[src/rtl/median_pkg.sv]
// Shared types and helpers for the median filter window-address path: sequencer
// FSM states, index-width helper, pad address and tap-to-offset decoding.
package median_pkg;

  typedef enum logic [1:0] {
    ST_IDLE = 2'd0,
    ST_RUN  = 2'd1,
    ST_DONE = 2'd2
  } seq_state_e;

  localparam int OFF_W = 8;

  typedef struct packed {
    logic signed [OFF_W-1:0] dr;
    logic signed [OFF_W-1:0] dc;
  } tap_off_t;

  function automatic int idx_w(input int n);
    return (n < 32'sd2) ? 32'sd1 : $clog2(n);
  endfunction

  function automatic int pad_addr(input int rows, input int cols);
    return rows * cols;
  endfunction

  // Tap index is raster order with the row offset major.
  function automatic tap_off_t tap_offset(input int tap, input int k);
    tap_off_t off;
    int       h_i;
    h_i    = (k - 32'sd1) / 32'sd2;
    off.dr = OFF_W'((tap / k) - h_i);
    off.dc = OFF_W'((tap % k) - h_i);
    return off;
  endfunction

endpackage

[src/rtl/win_addr_map.sv]
// Combinational (row, col, dr, dc) -> (column-major address, pad flag).
// PAD_REPLICATE_EN selects border replication instead of the pad address.
module win_addr_map
  import median_pkg::*;
#(
  parameter int ROWS = 64,
  parameter int COLS = 64,
  parameter int AW   = 13,
  parameter int RW   = 6,
  parameter int CW   = 6
) (
  input  logic [RW-1:0]          row_i,
  input  logic [CW-1:0]          col_i,
  input  logic signed [OFF_W-1:0] dr_i,
  input  logic signed [OFF_W-1:0] dc_i,
  output logic [AW-1:0]          addr_o,
  output logic                   pad_o
);

  int r_s;
  int c_s;
  int rc_s;
  int cc_s;

  // Bounds check, optional clamp and column-major linearisation (a constant
  // multiply, i.e. plain concatenation when ROWS is a power of two).
  always_comb begin
    r_s   = int'(row_i) + int'(dr_i);
    c_s   = int'(col_i) + int'(dc_i);
    rc_s  = r_s;
    cc_s  = c_s;
    pad_o = (r_s < 32'sd0) || (r_s >= ROWS) || (c_s < 32'sd0) || (c_s >= COLS);
`ifdef PAD_REPLICATE_EN
    if (r_s < 32'sd0) begin
      rc_s = 32'sd0;
    end else if (r_s >= ROWS) begin
      rc_s = ROWS - 32'sd1;
    end else begin
      rc_s = r_s;
    end
    if (c_s < 32'sd0) begin
      cc_s = 32'sd0;
    end else if (c_s >= COLS) begin
      cc_s = COLS - 32'sd1;
    end else begin
      cc_s = c_s;
    end
    addr_o = AW'(cc_s * ROWS + rc_s);
`else
    if (pad_o) begin
      addr_o = AW'(pad_addr(ROWS, COLS));
    end else begin
      addr_o = AW'(cc_s * ROWS + rc_s);
    end
`endif
  end

endmodule

[src/rtl/window_addr_seq.sv]
// Scans every centre pixel of a column-major frame and issues its KxK window
// addresses one per handshake. Optional macro: PAD_REPLICATE_EN (edge replication).
module window_addr_seq
  import median_pkg::*;
#(
  parameter int ROWS = 64,
  parameter int COLS = 64,
  parameter int K    = 3,
  parameter int AW   = $clog2(ROWS * COLS) + 1
) (
  input  logic                      iClk,
  input  logic                      iRstN,
  input  logic                      iStart,
  input  logic                      iAbort,
  input  logic                      iAddrReady,
  output logic                      oAddrValid,
  output logic [AW-1:0]             oAddr,
  output logic [idx_w(K*K)-1:0]     oTap,
  output logic                      oPad,
  output logic                      oLastTap,
  output logic [idx_w(ROWS)-1:0]    oRow,
  output logic [idx_w(COLS)-1:0]    oCol,
  output logic                      oBusy,
  output logic                      oFrameDone
);

  localparam int TW = idx_w(K * K);
  localparam int RW = idx_w(ROWS);
  localparam int CW = idx_w(COLS);
  localparam logic [TW-1:0] TAP_LAST = TW'(K * K - 1);
  localparam logic [RW-1:0] ROW_LAST = RW'(ROWS - 1);
  localparam logic [CW-1:0] COL_LAST = CW'(COLS - 1);

  seq_state_e      state_q, state_d;
  logic [RW-1:0]   row_q, row_d;
  logic [CW-1:0]   col_q, col_d;
  logic [TW-1:0]   tap_q, tap_d;
  tap_off_t        off_s;
  logic            run_s;
  logic            last_tap_s;
  logic [AW-1:0]   map_addr_s;
  logic            map_pad_s;

  assign run_s      = (state_q == ST_RUN);
  assign last_tap_s = (tap_q == TAP_LAST);
  assign off_s      = tap_offset(int'(tap_q), K);

  win_addr_map #(
    .ROWS(ROWS), .COLS(COLS), .AW(AW), .RW(RW), .CW(CW)
  ) u_map (
    .row_i (row_q),
    .col_i (col_q),
    .dr_i  (off_s.dr),
    .dc_i  (off_s.dc),
    .addr_o(map_addr_s),
    .pad_o (map_pad_s)
  );

  // State and scan-position registers.
  always_ff @(posedge iClk or negedge iRstN) begin
    if (!iRstN) begin
      state_q <= ST_IDLE;
      row_q   <= {RW{1'b0}};
      col_q   <= {CW{1'b0}};
      tap_q   <= {TW{1'b0}};
    end else begin
      state_q <= state_d;
      row_q   <= row_d;
      col_q   <= col_d;
      tap_q   <= tap_d;
    end
  end

  // Next state and scan advance; abort overrides everything, including a handshake.
  always_comb begin
    state_d = state_q;
    row_d   = row_q;
    col_d   = col_q;
    tap_d   = tap_q;
    if (iAbort) begin
      state_d = ST_IDLE;
      row_d   = {RW{1'b0}};
      col_d   = {CW{1'b0}};
      tap_d   = {TW{1'b0}};
    end else begin
      case (state_q)
        ST_IDLE: begin
          if (iStart) begin
            state_d = ST_RUN;
            row_d   = {RW{1'b0}};
            col_d   = {CW{1'b0}};
            tap_d   = {TW{1'b0}};
          end else begin
            state_d = ST_IDLE;
          end
        end
        ST_RUN: begin
          if (iAddrReady && last_tap_s) begin
            tap_d = {TW{1'b0}};
            if (row_q == ROW_LAST) begin
              row_d = {RW{1'b0}};
              if (col_q == COL_LAST) begin
                col_d   = {CW{1'b0}};
                state_d = ST_DONE;
              end else begin
                col_d = col_q + CW'(1);
              end
            end else begin
              row_d = row_q + RW'(1);
            end
          end else if (iAddrReady) begin
            tap_d = tap_q + TW'(1);
          end else begin
            tap_d = tap_q;
          end
        end
        ST_DONE: state_d = ST_IDLE;
        default: state_d = ST_IDLE;
      endcase
    end
  end

  assign oAddrValid = run_s;
  assign oAddr      = run_s ? map_addr_s : {AW{1'b0}};
  assign oPad       = run_s & map_pad_s;
  assign oLastTap   = run_s & last_tap_s;
  assign oTap       = tap_q;
  assign oRow       = row_q;
  assign oCol       = col_q;
  assign oBusy      = (state_q != ST_IDLE);
  assign oFrameDone = (state_q == ST_DONE);

endmodule
[config.mk]
export PLATFORM = sky130hd
export DESIGN_NAME = window_addr_seq
export DESIGN_NICKNAME = d
export VERILOG_FILES = /design/src/rtl/median_pkg.sv /design/src/rtl/win_addr_map.sv /design/src/rtl/window_addr_seq.sv
export SDC_FILE = /design/constraint.sdc
export NUM_CORES = 1
export LEC_CHECK = 0
export CAP_MARGIN = 20
export CORE_MARGIN = 3
export CORE_UTILIZATION = 60
export CTS_BUF_LIST = sky130_fd_sc_hd__clkbuf_2 sky130_fd_sc_hd__clkbuf_4 sky130_fd_sc_hd__clkbuf_8
export DETAILED_ROUTE_END_ITERATION = 6
export HOLD_SLACK_MARGIN = 0.02
export MAX_ROUTING_LAYER = met4
export PLACE_DENSITY_LB_ADDON = 0.12
export SETUP_SLACK_MARGIN = 0.2
export SYNTH_ARGS = -nofsm -noshare
export SYNTH_HDL_FRONTEND = slang
export SYNTH_SLANG_ARGS = --single-unit
[constraint.sdc]
create_clock -name iClk -period 11.7 [get_ports iClk]
set_input_delay 2.34 -clock iClk [delete_from_list [all_inputs] [get_ports iClk]]
set_output_delay 2.34 -clock iClk [all_outputs]
set_load 0.05 [all_outputs]
==> run_results.csv <==
group,metric,value,unit
floorplan,fp.coreArea,4170,µm²
pwr,sw_frac_of_total,52.8,%
setup_path,critical_path.most_common_cell,"ha_1",
route,wl_per_cell,15.7,µm
timing,finalClockSkew,0.000894,ns
clock_tree,cts.sinks,18,
placement,numPortBuffers,38,
clock_tree,clk_pin_slew,0.07,ns
clock_tree,cts_htree_levels,1,
floorplan,die_h,72.9,µm
route,ant_nets,0,
synth,synth_seq_cells,18,
pwr,power_frac_comb,85.9,%
min_path,min-delay-start,"oCol[4]",
min_path,hold_path_class,"register to register",
grt,grt_pass1_wl,10800,µm
route,finalWirelength,6420,µm
final_layout,layout_common_cells,"clkdlybuf4s50_1 (38), o21ai_0 (31), ha_1 (31), nor2_1 (24)",
setup_path,critPathMaxStageDelay,0.82,ns
synth,synth_area_leaders,"dfrtp_1 (17%), ha_1 (14%), o21ai_0 (5.8%)",
placement,place_congestion,0.871,
setup_path,critPathLaunchType,"register",
setup_path,reg2reg_slack,9.13,ns
outcome,status,"finished clean",
timing,slew_headroom,48.4,%
clock_tree,cts_setup_buffers,0,
final_layout,synthToLayoutAreaGrowth,16.5,%
timing,fmax,98.1,MHz
clock_tree,cts_tree,"done",
synth,synth_cell_type_count,66,
setup_path,crit_required,9.36,ns
min_path,min_to,"oCol[4]",
pwr,peakVddDrop,0.230,mV
synth,synth_enable_flop_cells,0,
synth,synth.mux.area_fraction,1.16,%
clock_tree,cts_root_buf,"clkbuf_8",
setup_path,worstSetupEndpointType,"output pin",
clock_tree,cts_buffer_depth,2,
grt,grt_overflow,0,
synth,synthCells,326,
final_layout,layout.nets,400,
setup_path,slowest_stage,"clkdlybuf4s50_1",
pwr,pwr-share-seq,9.4,%
timing,fin_crit,10.19,ns
grt,grt_max_degree,20,
synth,avgSynthCellArea,8.24,µm²
synth,synth_nets,365,
timing,finalSetupViolations,0,
pwr,clockPowerShare,4.7,%
grt,antenna_found_initial,0,
pwr,p_int,501,µW
timing,tightest_slew,0.771,ns
setup_path,reg2reg_depth,8,
final_layout,mostFrequentLayoutCell,"clkdlybuf4s50_1",
synth,ys_seq_area_share,16.8,%
synth,synth_top_family_by_area,"compound AO/OA/AOI/OAI gates",
clock_tree,cts_buffers,3,
synth,synth_largest_area_cell,"dfrtp_1",
route,vias_per_cell,6.26,
clock_tree,cts_resized,0,
route,first_pass_iters,6,
clock_tree,ctsHoldBuffers,0,
pwr,p_sw,562,µW
floorplan,die-width,72.9,µm
setup_path,critPathKind,"register to output pin",
floorplan,num_rows,23,
floorplan,start_util,64.4,%
setup_path,reg2reg_from,"oTap[3]",
synth,synthAdderAreaFrac,16.7,%
clock_tree,clock_latency,0.25,ns
synth,syn_area,2690,µm²
pwr,p_leak,1.36,nW
synth,yosys.area_share.xor_xnor,7.45,%
synth,synthArstFlopShare,100,%
timing,finalSetupTns,0,ns
route,drt_iter0_markers,185,
placement,dp_hpwl,5140,µm
timing,fin_crit_sh,87.1,%
final_layout,antenna_cells,0,
synth,ys_warn_count,0,
floorplan,ios,39,
synth,yosysTopAreaCellShare,16.8,%
synth,yosys.area_share.simple,26.0,%
synth,synth-compound-area-share,27.0,%
route,vias,2565,
grt,grt_pass1_vias,2352,
final_layout,drive_above_1_share,7.78,%
setup_path,cp.arrival,7.85,ns
setup_path,regToRegEndpoint,"oCol[4]",
timing,finalHoldViolations,0,
min_path,hold_depth,1,
route,drc,0,
grt,grtUsageTotal,26.0,%
timing,final_max_slew_viol_count,0,
timing,grt_setup_unrepaired,"no",
run,max-cap-violations,0,
floorplan,dieArea,5320,µm²
synth,synthFlopType,"dfrtp_1",
pwr,total_power,1.06,mW
pwr,power_density,340,nW/µm²
setup_path,path_max_fanout,19,
sequential cells by signal, indices dropped and copies added (netlist names):
| signal | count |
|---|---|
| oCol | 6 |
| oRow | 6 |
| oTap | 4 |
| state_q | 2 |
cells in the mapped netlist (2+ instances only):
library cell / count
ha_1: 31
o21ai_0: 31
nor2_1: 24
inv_1: 20
nand2_1: 20
dfrtp_1: 18
and2_1: 14
a21oi_1: 13
nand3_1: 13
xnor2_1: 11
xor2_1: 10
a21o_1: 8
and3_1: 7
nor2b_1: 7
nor3_1: 7
nand2b_1: 6
a31oi_1: 4
o211ai_1: 4
o21bai_1: 4
a211o_1: 3
a211oi_2: 3
buf_6: 3
clkbuf_1: 3
fa_1: 3
nand4_1: 3
nor4_4: 3
o22ai_1: 3
or3_1: 3
a211oi_1: 2
a22o_1: 2
and2b_1: 2
buf_2: 2
mux2i_1: 2
nor3b_1: 2
o221ai_1: 2
o31ai_1: 2
or2_2: 2
metrics by stage:
stage / cell area (µm²) / hold slack, ns / util (%) / cells / worst slack (ns)
global placement: 3080 / 0.579 / 73.7 / 406 / 2.08
finish: 3130 / 0.606 / 75.0 / 410 / 1.51
CTS: 3130 / 0.594 / 75.0 / 410 / 1.56
detailed placement: 3080 / 0.579 / 73.7 / 406 / 1.90
floorplan: 2690 / 0.674 / - / 326 / 2.53
global route: 3130 / 0.621 / 75.0 / 410 / 0.831
layer usage:
layer | GRT usage [%] | part of all wire, % | vias up
met5 | - | 0 | -
met4 | 6.35 | 1.0 | 0
met3 | 1.79 | 6.1 | 8
met2 | 40.0 | 45 | 101
met1 | 37.4 | 48 | 1189
li1 | - | - | 1267
power by group through the flow:
stage,combinational (mW),sequential [mW],clock (mW)
after floorplan,0.697,0.129,0
after global placement,0.877,0.0990,0
after detailed placement,0.903,0.0997,0
after CTS,0.916,0.0989,0.0500
after global routing,1.02,0.103,0.0531
final,0.913,0.0995,0.0502
worst max path at each step:
stage                     cells past startpoint  slack [ns]   endpoint     from
after floorplan                              33        2.53  oAddr[12]  oTap[3]
after global placement                       27        2.08   oAddr[2]  oTap[3]
after detailed placement                     31        1.90  oAddr[12]  oTap[3]
after CTS                                    31        1.56  oAddr[12]  oTap[3]
after global routing                         31        0.83  oAddr[12]  oTap[3]
final                                        31        1.51  oAddr[12]  oTap[3]
logic make-up after synthesis:
family | after synthesis
AND/OR/NAND/NOR | 120
buffers and inverters | 29
XOR/XNOR | 22
multiplexers | 3
adder cells (fa/ha/maj) | 34
flip-flops | 18
AO/OA/AOI/OAI | 100
critical path: cells and delay by family, from the launching register on:
family,cells,cell delay [ns]
AOI/OAI and AO/OA,10,1.86
DFF,1,0.77
buffers and inverters,4,1.15
and+or+nand+nor,8,1.65
xor gates and xnor gates,2,0.25
adders and majority gates,7,1.91
final cells by class:
class / instances / area, µm²
Timing Repair Buffer: 38 / 380
Multi-Input combinational cell: 279 / 2100
Tap cell: 50 / 62.6
Inverter: 21 / 78.8
Fill cell: 323 / 1040
Clock buffer: 4 / 55.1
Sequential cell: 18 / 450
Power figures use the tool's default switching activity.
